--- config.mk ---
export PLATFORM = sky130hd
export DESIGN_NAME = nibble_serial_add_ctrl
export DESIGN_NICKNAME = d
export VERILOG_FILES = /design/src/rtl/nibble_serial_add_ctrl.sv
export SDC_FILE = /design/constraint.sdc
export NUM_CORES = 1
export LEC_CHECK = 0
export BUFFER_PORTS_ARGS = -buffer_cell sky130_fd_sc_hd__buf_2
export CORE_AREA = 2 2 99 73
export DETAILED_ROUTE_END_ITERATION = 6
export DIE_AREA = 0 0 101 75
export PLACE_DENSITY = 0.71
export SLEW_MARGIN = 20
export SYNTH_ARGS = -nofsm -noshare
export SYNTH_HDL_FRONTEND = slang
export SYNTH_SLANG_ARGS = --single-unit
--- constraint.sdc ---
create_clock -name clk_i -period 8 [get_ports clk_i]
set_input_delay 0.4 -clock clk_i [delete_from_list [all_inputs] [get_ports clk_i]]
set_output_delay 0.4 -clock clk_i [all_outputs]
set_load 0.01 [all_outputs]
--- src/rtl/nibble_serial_add_ctrl.sv ---
// Serial WIDTH-bit adder: one 4-bit ripple stage reused per nibble, LSB nibble first; result NIB cycles after accept, held until out_ready_i.
// Define NIBBLE_SUB_EN to add op_sub_i (a - b via inverted b and forced carry-in).
module nibble_serial_add_ctrl #(
   parameter int WIDTH = 16
) (
   input  logic             clk_i,
   input  logic             reset_i,
   input  logic             in_valid_i,
   output logic             in_ready_o,
   input  logic [WIDTH-1:0] a_i,
   input  logic [WIDTH-1:0] b_i,
   input  logic             c_in_i,
`ifdef NIBBLE_SUB_EN
   input  logic             op_sub_i,
`endif
   output logic             out_valid_o,
   input  logic             out_ready_i,
   output logic [WIDTH-1:0] sum_o,
   output logic             c_out_o,
   output logic             busy_o
);

   localparam int NIB = WIDTH / 4;
   localparam int IW  = (NIB > 1) ? $clog2(NIB) : 1;
   localparam int OW  = $clog2(WIDTH);

   if ((WIDTH % 4) != 0 || WIDTH < 4) begin : g_width_check
      $error("nibble_serial_add_ctrl: WIDTH must be a multiple of 4 and at least 4");
   end

   typedef enum logic [1:0] {S_IDLE, S_ADD, S_DONE} state_t;

   state_t           state_q;
   logic [IW-1:0]    idx_q;
   logic             carry_q;
   logic [WIDTH-1:0] a_q, b_q, part_q, sum_q;
   logic             c_out_q, in_ready_q, busy_q, out_valid_q;
`ifdef NIBBLE_SUB_EN
   logic             sub_q;
`endif

   logic [OW-1:0]    off;
   logic [3:0]       x, y, nib_sum;
   logic             c, nib_cout;
   logic [WIDTH-1:0] part_d;

   // The only adder in the block: four full-adder cells on the selected nibble.
   always_comb begin
      off = OW'(idx_q) << 2;
      x   = a_q[off +: 4];
      y   = b_q[off +: 4];
`ifdef NIBBLE_SUB_EN
      if (sub_q) y = ~y;
`endif
      c       = carry_q;
      nib_sum = 4'd0;
      for (int i = 0; i < 4; i++) begin
         nib_sum[i] = x[i] ^ y[i] ^ c;
         c          = (x[i] & y[i]) | (c & (x[i] ^ y[i]));
      end
      nib_cout         = c;
      part_d           = part_q;
      part_d[off +: 4] = nib_sum;
   end

   always_ff @(posedge clk_i) begin
      if (reset_i) begin
         state_q     <= S_IDLE;
         idx_q       <= '0;
         carry_q     <= 1'b0;
         a_q         <= '0;
         b_q         <= '0;
         part_q      <= '0;
         sum_q       <= '0;
         c_out_q     <= 1'b0;
         in_ready_q  <= 1'b1;
         busy_q      <= 1'b0;
         out_valid_q <= 1'b0;
`ifdef NIBBLE_SUB_EN
         sub_q       <= 1'b0;
`endif
      end else begin
         case (state_q)
            S_IDLE: begin
               if (in_valid_i) begin
                  a_q        <= a_i;
                  b_q        <= b_i;
                  idx_q      <= '0;
`ifdef NIBBLE_SUB_EN
                  sub_q      <= op_sub_i;
                  carry_q    <= op_sub_i ? 1'b1 : c_in_i;
`else
                  carry_q    <= c_in_i;
`endif
                  state_q    <= S_ADD;
                  in_ready_q <= 1'b0;
                  busy_q     <= 1'b1;
               end
            end
            S_ADD: begin
               part_q  <= part_d;
               carry_q <= nib_cout;
               if (idx_q == IW'(NIB - 1)) begin
                  idx_q       <= '0;
                  sum_q       <= part_d;
                  c_out_q     <= nib_cout;
                  state_q     <= S_DONE;
                  busy_q      <= 1'b0;
                  out_valid_q <= 1'b1;
               end else begin
                  idx_q <= idx_q + IW'(1);
               end
            end
            S_DONE: begin
               if (out_ready_i) begin
                  state_q     <= S_IDLE;
                  out_valid_q <= 1'b0;
                  in_ready_q  <= 1'b1;
               end
            end
            default: begin
               state_q     <= S_IDLE;
               in_ready_q  <= 1'b1;
               busy_q      <= 1'b0;
               out_valid_q <= 1'b0;
            end
         endcase
      end
   end

   assign in_ready_o  = in_ready_q;
   assign busy_o      = busy_q;
   assign out_valid_o = out_valid_q;
   assign sum_o       = sum_q;
   assign c_out_o     = c_out_q;

endmodule

# ---- Word-level counts from Yosys, hierarchy flattened
# Index checks and enable logic that the tools add are counted.
dict set report totals {
  output_inout_bits 20
  reg_bits 73
  input_bits 37
}
dict set report classes {
  n_reduce_logical 9
  mux 19
  shifts 4
  n_eq_ne 6
  n_addsub 2
  bitwise_logic 23
}
# op count
set op_table {}
lappend op_table {{$shiftx A16 B5 Y4} 2}
lappend op_table {{$bwmux W16} 1}
lappend op_table {{$shift A4 B6 Y16 const A} 1}
lappend op_table {{$shiftx A4 B6 Y16} 1}
lappend op_table {{$reduce_and A3 Y1} 4}
lappend op_table {{$mux W2} 5}
lappend op_table {{$pmux W1 S3} 3}
lappend op_table {{$and A1 B1 Y1} 8}
lappend op_table {{$xor A1 B1 Y1} 8}
lappend op_table {{$mux W1} 7}
lappend op_table {{$ne A2 B2 Y1 const B} 3}
lappend op_table {{$neg A4 Y6} 1}
lappend op_table {{$pmux W2 S3} 1}
lappend op_table {{$reduce_and A2 Y1} 3}
lappend op_table {{$eq A2 B2 Y1 const B} 2}
lappend op_table {{$or A1 B1 Y1} 4}
lappend op_table {{$pmux W2 S2} 1}
lappend op_table {{$not A1 Y1} 3}
lappend op_table {{$add A2 B1 Y2 const B} 1}
lappend op_table {{$eq A2 B1 Y1 const B} 1}
lappend op_table {{$logic_not A2 Y1} 1}
lappend op_table {{$pmux W1 S2} 1}
lappend op_table {{$reduce_bool A2 Y1} 1}

# ---- Depth between registers and ports, before layout
# Gate-level depths: netlist of the first run.
dict set report depth {
  depth_word 11
  depth_mapped 13
}

# ---- Worst setup path before layout of the first run
# Ideal clock, no wire load.
dict set report synth_path {
  path_type {register to register}
  startpoint {register idx_q[0]}
  endpoint {register sum_q[11], in the netlist sum_o[11]}
  t_arrival_ns 3.129
  required_time_ns 7.922
  slack_ns 4.793
  path_stages_with_launch 14
  path_cell_list {dfxtp_1 > buf_2 > mux4_2 > inv_1 > fa_1 > inv_1 > fa_1 > inv_1 > fa_1 > inv_1 > fa_1 > nor2b_1 > a221oi_1 > nor3_1}
}
dict set report synth_between {
  elab_chain_cells 11
  elab_cells_between_ends 25
}
# element line
set synth_lines {}
lappend synth_lines {{start, declared} 34} ;# logic [IW-1:0] idx_q;
lappend synth_lines {{start signal, assigned} 111} ;# idx_q <= idx_q + IW'(1);
lappend synth_lines {{$shiftx A16 B5 Y4, on equally long branches} {50, 51}}
lappend synth_lines {{$xor A1 B1 Y1} {58, 59}}
lappend synth_lines {{$and A1 B1 Y1} 59} ;# c = (x[i] & y[i]) | (c & (x[i] ^ y[i]));
lappend synth_lines {{$or A1 B1 Y1} 59}
lappend synth_lines {{$and A1 B1 Y1} 59}
lappend synth_lines {{$or A1 B1 Y1} 59}
lappend synth_lines {{$and A1 B1 Y1} 59}
lappend synth_lines {{$or A1 B1 Y1} 59}
lappend synth_lines {{$xor A1 B1 Y1} 58} ;# nib_sum[i] = x[i] ^ y[i] ^ c;
lappend synth_lines {{$shiftx A4 B6 Y16} 63} ;# part_d[off +: 4] = nib_sum;
lappend synth_lines {{$bwmux W16} 63}
lappend synth_lines {{end signal, assigned} 105} ;# sum_q <= part_d;
lappend synth_lines {{end, declared} 36} ;# logic [WIDTH-1:0] a_q, b_q, part_q, sum_q;
# Several ways; a longest one is shown, not always the timed one.
# A chain may end at the register's enable or synchronous reset.

# ---- Final worst setup path of the first run
dict set report layout_path {
  startpoint {register idx_q[0]}
  endpoint {register sum_q[7], in the netlist sum_o[7]}
}
# Same word-level chain as after synthesis.

==> parameters.txt, run 1 <==
Parameter                              Value

Run status
  Result of the run    finished clean

Synthesis
  Async set-reset flop share out of synthesis    0
  Post-synth net total    408
  Synthesized netlist cell count    361
  Number of flops mapped to enable cells by yosys    0
  Area of the mapped netlist    3230 µm²
  Unique masters post-synth    35
  Synthesized area divided by synthesized cell count    8.94 µm²
  Sequential area share after synthesis    0.453
  Flops & latches, synth    73
  Yosys synthesis warning count    0
  Flip-flop cell with the highest count after synthesis    sky130_fd_sc_hd__dfxtp_1

GRT
  Global routing usage summed across all routing layers    0.208
  Via count of the first global-routing pass    2487
  Largest net degree at the start of global routing    74
  Total congestion overflow    0
  Number of antenna violations at the first check in global routing    0
  Wire length of the first global-routing pass    12000 µm

STA
  Period utilisation layout    0.456
  Highest Clock Rate    274 MHz
  Max-slew violation count    0
  Total of endpoints with negative setup slack in the final report    0
  Unrepaired setup endpoints after global routing    false
  Final hold viol count    0
  Final worst clock skew    6.95 ps
  Max_slew headroom    0.482
  Post-route minimum period    3650 ps
  Total Neg Setup Slack    0 ps
  Least-Margin Pin Slew    776 ps
  Hold slack    290 ps

Detailed routing
  Total number of vias    2678
  Number of routed nets with antenna violations    0
  Starting DRT DRC Count    106
  Drt pass-1 iters    4
  Average wire per cell in the routed design    14.7 µm
  Count of unresolved DRC violations after routing    0
  Mean number of vias per cell    5.50
  Total Wirelength    7140 µm

CTS
  Clock tree sinks    73
  Post-CTS setup buffer count    0
  Worst-Skew Late Latency    340 ps
  Number of H-tree branching levels    3
  CTS Buffer Depth    2
  Hold_buf cts    0
  Num CTS Buffers    9
  TritonCTS clock tree    built
  Buffer cell driving the clock tree root    sky130_fd_sc_hd__clkbuf_8
  Clk slew on worst S/H paths    70 ps
  Gates resized, CTS repair    0

Layout
  Layout cell share with drive strength beyond 1    0.207
  Layout Area Growth over Synthesis    12.8%
  Count of inserted antenna diode cells    0
  Net count, final    450
  Final core area utilization    0.554

Worst setup path
  Element type at the critical path start    flip-flop
  Delay of the slowest cell on the worst path    830 ps
  Top delay family on crit path    adder cells
  Worst R2R End    sum_o[7]$_SDFFE_PP0P_
  Critical path's slowest cell    sky130_fd_sc_hd__dfxtp_1
  Kind of capture point of the worst setup path    flip-flop
  CP Data Required Time    8270 ps
  Highest net fanout along the worst path    18
  Source of the worst register-to-register timing path    idx_q[0]$_SDFFE_PP0P_
  CP Cell Sequence    mux4_2, inv_1, fa_1, inv_1, fa_1, inv_1, fa_1, inv_1, fa_1, nor2b_1, a221oi_1, nor3_1
  Critical setup path kind    reg -> reg
  Arr. time, crit path    3920 ps
  Worst Reg-to-Reg Cells    12
  Number of buffer and inverter instances along the worst setup path    4
  Flop-to-flop setup slack    4350 ps

Pwr
  Total power    0.719 mW
  Max IR drop VDD    0.119 mV
  Standby leakage power    1.51 nW
  Pwr/cell area    197 nW/µm²

Placement
  Routability cong.    0.792
  IO buf count    56
  Final HPWL DP    4900 µm

Worst hold path
  Hold Path Stages    3
  Path class of the lowest-slack min-delay path    in -> reg
  Min-Delay Startpoint    b_i[8]
  End of the worst hold path    b_q[8]$_SDFFE_PP0P_

Die
  Core Rows    25
  Floorplan core area    6570 µm²
  Boundary pin count    57
  Overall die height    75 µm
  Die outline width    101 µm
  Die footprint    7580 µm²
  Initial cell density of the core    0.491

Job
  Number of max-cap violations    0
## state kept, by name, indices dropped and copies added, names as in the netlist
signal,cells
busy_o,1
in_ready_o,1
state_q,2
out_valid_o,1
c_out_o,1
b_q,16
idx_q,2
carry_q,1
sum_o,16
part_q,16
a_q,16
## cell type report
cell class	instances	area, µm²
flip-flops and latches	73	1460
inverters	18	67.6
fillers	610	2930
multi-input cells	242	1540
well taps	81	101
repair buffers	59	307
clock buffers	14	163
## power by group
part	switching [mW]	total (mW)	internal, mW
clock network	0.121	0.248	0.127
registers	0.0123	0.389	0.377
logic	0.0477	0.0817	0.0340
total	0.181	0.719	0.537
## worst max-delay path by stage
| stage | startpoint | cells after the start | end |
|---|---|---|---|
| after global routing | idx_q[0]$_SDFFE_PP0P_ | 12 | sum_o[11]$_SDFFE_PP0P_ |
| after global placement | idx_q[0]$_SDFFE_PP0P_ | 12 | sum_o[11]$_SDFFE_PP0P_ |
| after floorplan | idx_q[0]$_SDFFE_PP0P_ | 13 | sum_o[11]$_SDFFE_PP0P_ |
| final | idx_q[0]$_SDFFE_PP0P_ | 12 | sum_o[7]$_SDFFE_PP0P_ |
| after detailed placement | idx_q[0]$_SDFFE_PP0P_ | 12 | sum_o[7]$_SDFFE_PP0P_ |
| after CTS | idx_q[0]$_SDFFE_PP0P_ | 12 | sum_o[7]$_SDFFE_PP0P_ |
## synth_stat cells (4+ instances only)
| cell | number | area [µm²] |
|---|---|---|
| sky130_fd_sc_hd__a21oi_1 | 40 | 200 |
| sky130_fd_sc_hd__a221oi_1 | 16 | 140 |
| sky130_fd_sc_hd__a32oi_1 | 16 | 140 |
| sky130_fd_sc_hd__buf_2 | 10 | 50.1 |
| sky130_fd_sc_hd__buf_6 | 5 | 56.3 |
| sky130_fd_sc_hd__clkbuf_1 | 10 | 37.5 |
| sky130_fd_sc_hd__dfxtp_1 | 73 | 1460 |
| sky130_fd_sc_hd__fa_1 | 4 | 80.1 |
| sky130_fd_sc_hd__ha_1 | 6 | 75.1 |
| sky130_fd_sc_hd__inv_1 | 18 | 67.6 |
| sky130_fd_sc_hd__mux4_2 | 8 | 180 |
| sky130_fd_sc_hd__nand2_1 | 67 | 251 |
| sky130_fd_sc_hd__nand3b_1 | 4 | 30.0 |
| sky130_fd_sc_hd__nor2_1 | 39 | 146 |
| sky130_fd_sc_hd__nor3_1 | 17 | 85.1 |
## cell usage in the layout (no fill, tap or decap), types with 2 or more instances in the layout
cell type	netlist	layout
sky130_fd_sc_hd__o21ai_0	2	2
sky130_fd_sc_hd__mux4_2	8	8
sky130_fd_sc_hd__nor2_1	39	39
sky130_fd_sc_hd__clkbuf_8	0	11
sky130_fd_sc_hd__nor2b_1	3	3
sky130_fd_sc_hd__and3b_1	3	3
sky130_fd_sc_hd__buf_2	10	56
sky130_fd_sc_hd__inv_1	18	18
sky130_fd_sc_hd__dfxtp_1	73	73
sky130_fd_sc_hd__a21oi_1	40	40
sky130_fd_sc_hd__clkbuf_1	10	3
sky130_fd_sc_hd__nand3b_1	4	4
sky130_fd_sc_hd__nand3_1	2	2
sky130_fd_sc_hd__nor3_1	17	17
sky130_fd_sc_hd__nand2b_1	2	2
sky130_fd_sc_hd__a221oi_1	16	16
sky130_fd_sc_hd__ha_1	6	6
sky130_fd_sc_hd__buf_4	2	2
sky130_fd_sc_hd__nand2_1	67	67
sky130_fd_sc_hd__a32oi_1	16	16
sky130_fd_sc_hd__fa_1	4	4
## metrics by stage
| stage | cell area (µm²) | setup slack [ps] | std cells |
|---|---|---|---|
| after global routing | 3640 | 4070 | 487 |
| after global placement | 3470 | 4430 | 472 |
| after detailed placement | 3470 | 4350 | 472 |
| after floorplan | 3230 | 4790 | 361 |
| final | 3640 | 4350 | 487 |
| after CTS | 3630 | 4330 | 486 |
## metal layers
| layer | vias up | global-route usage | part of all wire |
|---|---|---|---|
| met2 | 81 | 0.312 | 0.44 |
| met3 | 16 | 0.0520 | 0.068 |
| met4 | 0 | 0.0856 | 0.021 |
| li1 | 1335 | - | - |
| met5 | - | 0 | 0 |
| met1 | 1246 | 0.290 | 0.48 |
## kinds of logic after synthesis
group,share of synthesized area
muxes,0.0590
adders and majority gates,0.0481
buffers and inverters,0.0714
and+or+nand+nor,0.206
DFF,0.453
AOI/OAI and AO/OA,0.163
## worst reg2reg max path, stage by stage (launching register included)
cell	delay (ps)
sky130_fd_sc_hd__dfxtp_1	830
sky130_fd_sc_hd__mux4_2	590
sky130_fd_sc_hd__inv_1	90
sky130_fd_sc_hd__fa_1	170
sky130_fd_sc_hd__inv_1	50
sky130_fd_sc_hd__fa_1	350
sky130_fd_sc_hd__inv_1	70
sky130_fd_sc_hd__fa_1	170
sky130_fd_sc_hd__inv_1	50
sky130_fd_sc_hd__fa_1	570
sky130_fd_sc_hd__nor2b_1	330
sky130_fd_sc_hd__a221oi_1	130
sky130_fd_sc_hd__nor3_1	170
Note: power is estimated with default switching activity, not from simulation.
==> run 2, diff against run 1 <==
- clock period: 8 -> 3.7 ns (I/O delays scaled with it)
==> parameters.txt, run 2 (synthesis gave the netlist of run 1 again) <==
Parameter                              Value

Run status
  Result of the run    finished clean

Worst setup path
  Highest net fanout along the worst path    7
  Arr. time, crit path    3560 ps
  Source of the worst register-to-register timing path    idx_q[0]$_SDFFE_PP0P_
  Worst R2R End    sum_o[11]$_SDFFE_PP0P_
  Worst Reg-to-Reg Cells    12
  Flop-to-flop setup slack    400 ps
  CP Data Required Time    3970 ps
  CP Launch Point    idx_q[0]$_SDFFE_PP0P_
  Kind of capture point of the worst setup path    flip-flop
  Element type at the critical path start    flip-flop
  End of the critical path    sum_o[11]$_SDFFE_PP0P_
  Critical setup path kind    reg -> reg

Layout
  Area of the multi-input gates    1540 µm²
  Commonest cells after routing, fill and taps aside    sky130_fd_sc_hd__dfxtp_1, sky130_fd_sc_hd__nand2_1, sky130_fd_sc_hd__buf_2
  Final instance count without filler cells    492
  Area used by sequential logic in the layout    1460 µm²
  Most common library cell in the layout ignoring fill and taps    sky130_fd_sc_hd__dfxtp_1
  Fillers    605
  Count of inserted antenna diode cells    0
  Net count, final    453
  Layout Area Growth over Synthesis    17.1%
  Layout cell share with drive strength beyond 1    0.226

Placement
  Final HPWL DP    5130 µm
  Routability cong.    0.795
  IO buf count    56
  Placed Instances    475

CTS
  Post-CTS setup buffer count    0
  Buffer cell driving the clock tree root    sky130_fd_sc_hd__clkbuf_8
  CTS Buffer Depth    2
  Clock tree sinks    73
  Num CTS Buffers    9
  TritonCTS clock tree    built
  Worst-Skew Late Latency    350 ps
  Number of H-tree branching levels    3
  Clk slew on worst S/H paths    70 ps

GRT
  Global routing usage summed across all routing layers    0.216
  Largest net degree at the start of global routing    48
  Via count of the first global-routing pass    2479
  Total congestion overflow    0
  Number of antenna violations at the first check in global routing    0
  Wire length of the first global-routing pass    12500 µm

Detailed routing
  Drt pass-1 iters    4
  Mean number of vias per cell    5.49
  Total number of vias    2701
  Total Wirelength    7550 µm
  Average wire per cell in the routed design    15.3 µm
  Count of unresolved DRC violations after routing    0
  Starting DRT DRC Count    144
  Number of routed nets with antenna violations    0

Pwr
  Pwr/cell area    495 nW/µm²
  Max IR drop VDD    0.210 mV
  Standby leakage power    1.58 nW

STA
  Total of endpoints with negative setup slack in the final report    0
  Least-Margin Pin Slew    875 ps
  Total Neg Setup Slack    0 ps
  Highest Clock Rate    303 MHz
  Period utilisation layout    0.891
  Unrepaired setup endpoints after global routing    false
  Max_slew headroom    0.417
  Max-slew violation count    0
  Final worst clock skew    10.9 ps
  Final hold viol count    0
  Post-route minimum period    3300 ps

Die
  Core Rows    25
  Die outline width    101 µm
  Die footprint    7580 µm²
  Overall die height    75 µm
  Initial cell density of the core    0.491
  Floorplan core area    6570 µm²
  Boundary pin count    57

Worst hold path
  Path class of the lowest-slack min-delay path    in -> reg

Job
  Number of max-cap violations    0
## run 2: cell count changes in the layout (fill, tap and decap cells not counted), sizes merged
cell    change
bufinv      +4
clkbuf      -3
clkinv      +1
buf         +3
## run 2: timing repair
item	in CTS	in global routing
hold buffers	0	0
resized for setup	0	1
endpoints found under the setup margin	0	1
## run 2: layout make-up
cell class	instances	area share
Multi-Input combinational cell	242	0.408
Sequential cell	73	0.387
Timing Repair Buffer	62	0.0871
Clock buffer	11	0.0401
Clock inverter	5	0.0331
Tap cell	81	0.0268
Inverter	18	0.0179
## run 2: worst max-delay path, stage by stage, from the launching register on
cell and delay [ps]:
sky130_fd_sc_hd__dfxtp_2 450, sky130_fd_sc_hd__mux4_2 520, sky130_fd_sc_hd__inv_1 90, sky130_fd_sc_hd__fa_1 170
sky130_fd_sc_hd__inv_1 50, sky130_fd_sc_hd__fa_1 380, sky130_fd_sc_hd__inv_1 80, sky130_fd_sc_hd__fa_1 150
sky130_fd_sc_hd__inv_1 50, sky130_fd_sc_hd__fa_1 560, sky130_fd_sc_hd__nor2b_1 360, sky130_fd_sc_hd__a221oi_1 150
sky130_fd_sc_hd__nor3_1 200
## run 2: layer usage
metal,global-route usage,part of all wire
met5,0,0
met4,0.0691,0.011
met3,0.0604,0.052
met2,0.319,0.45
met1,0.309,0.48
## run 2: how the worst min path moves through the flow
stage          startpoint              endpoint  slack [ps]  cells after the start
4_1_cts           a_i[11]  a_q[11]$_SDFFE_PP0P_          50                      3
3_3_place_gp       b_i[4]   b_q[4]$_SDFFE_PP0P_         430                      3
3_5_place_dp      a_i[11]  a_q[11]$_SDFFE_PP0P_         430                      3
5_1_grt           a_i[11]  a_q[11]$_SDFFE_PP0P_          60                      3
6_report          a_i[11]  a_q[11]$_SDFFE_PP0P_          60                      3
2_1_floorplan      a_i[0]   a_q[0]$_SDFFE_PP0P_         320                      2
## run 2: through the flow
step	power (mW)	hold slack [ps]	area, µm²	util	worst slack, ps
after detailed placement	1.04	430	3490	0.531	324
after floorplan	0.983	321	3230	-	493
final	1.87	62.5	3780	0.575	402
after global routing	1.94	56.6	3780	0.575	160
after global placement	1.03	427	3490	0.531	484
after CTS	1.88	51.0	3760	0.573	272
## run 2: power by group
| part | switching [mW] | internal, mW | total, mW |
|---|---|---|---|
| combinational | 0.110 | 0.0758 | 0.186 |
| sequential | 0.0238 | 0.814 | 0.838 |
| clock | 0.293 | 0.552 | 0.844 |
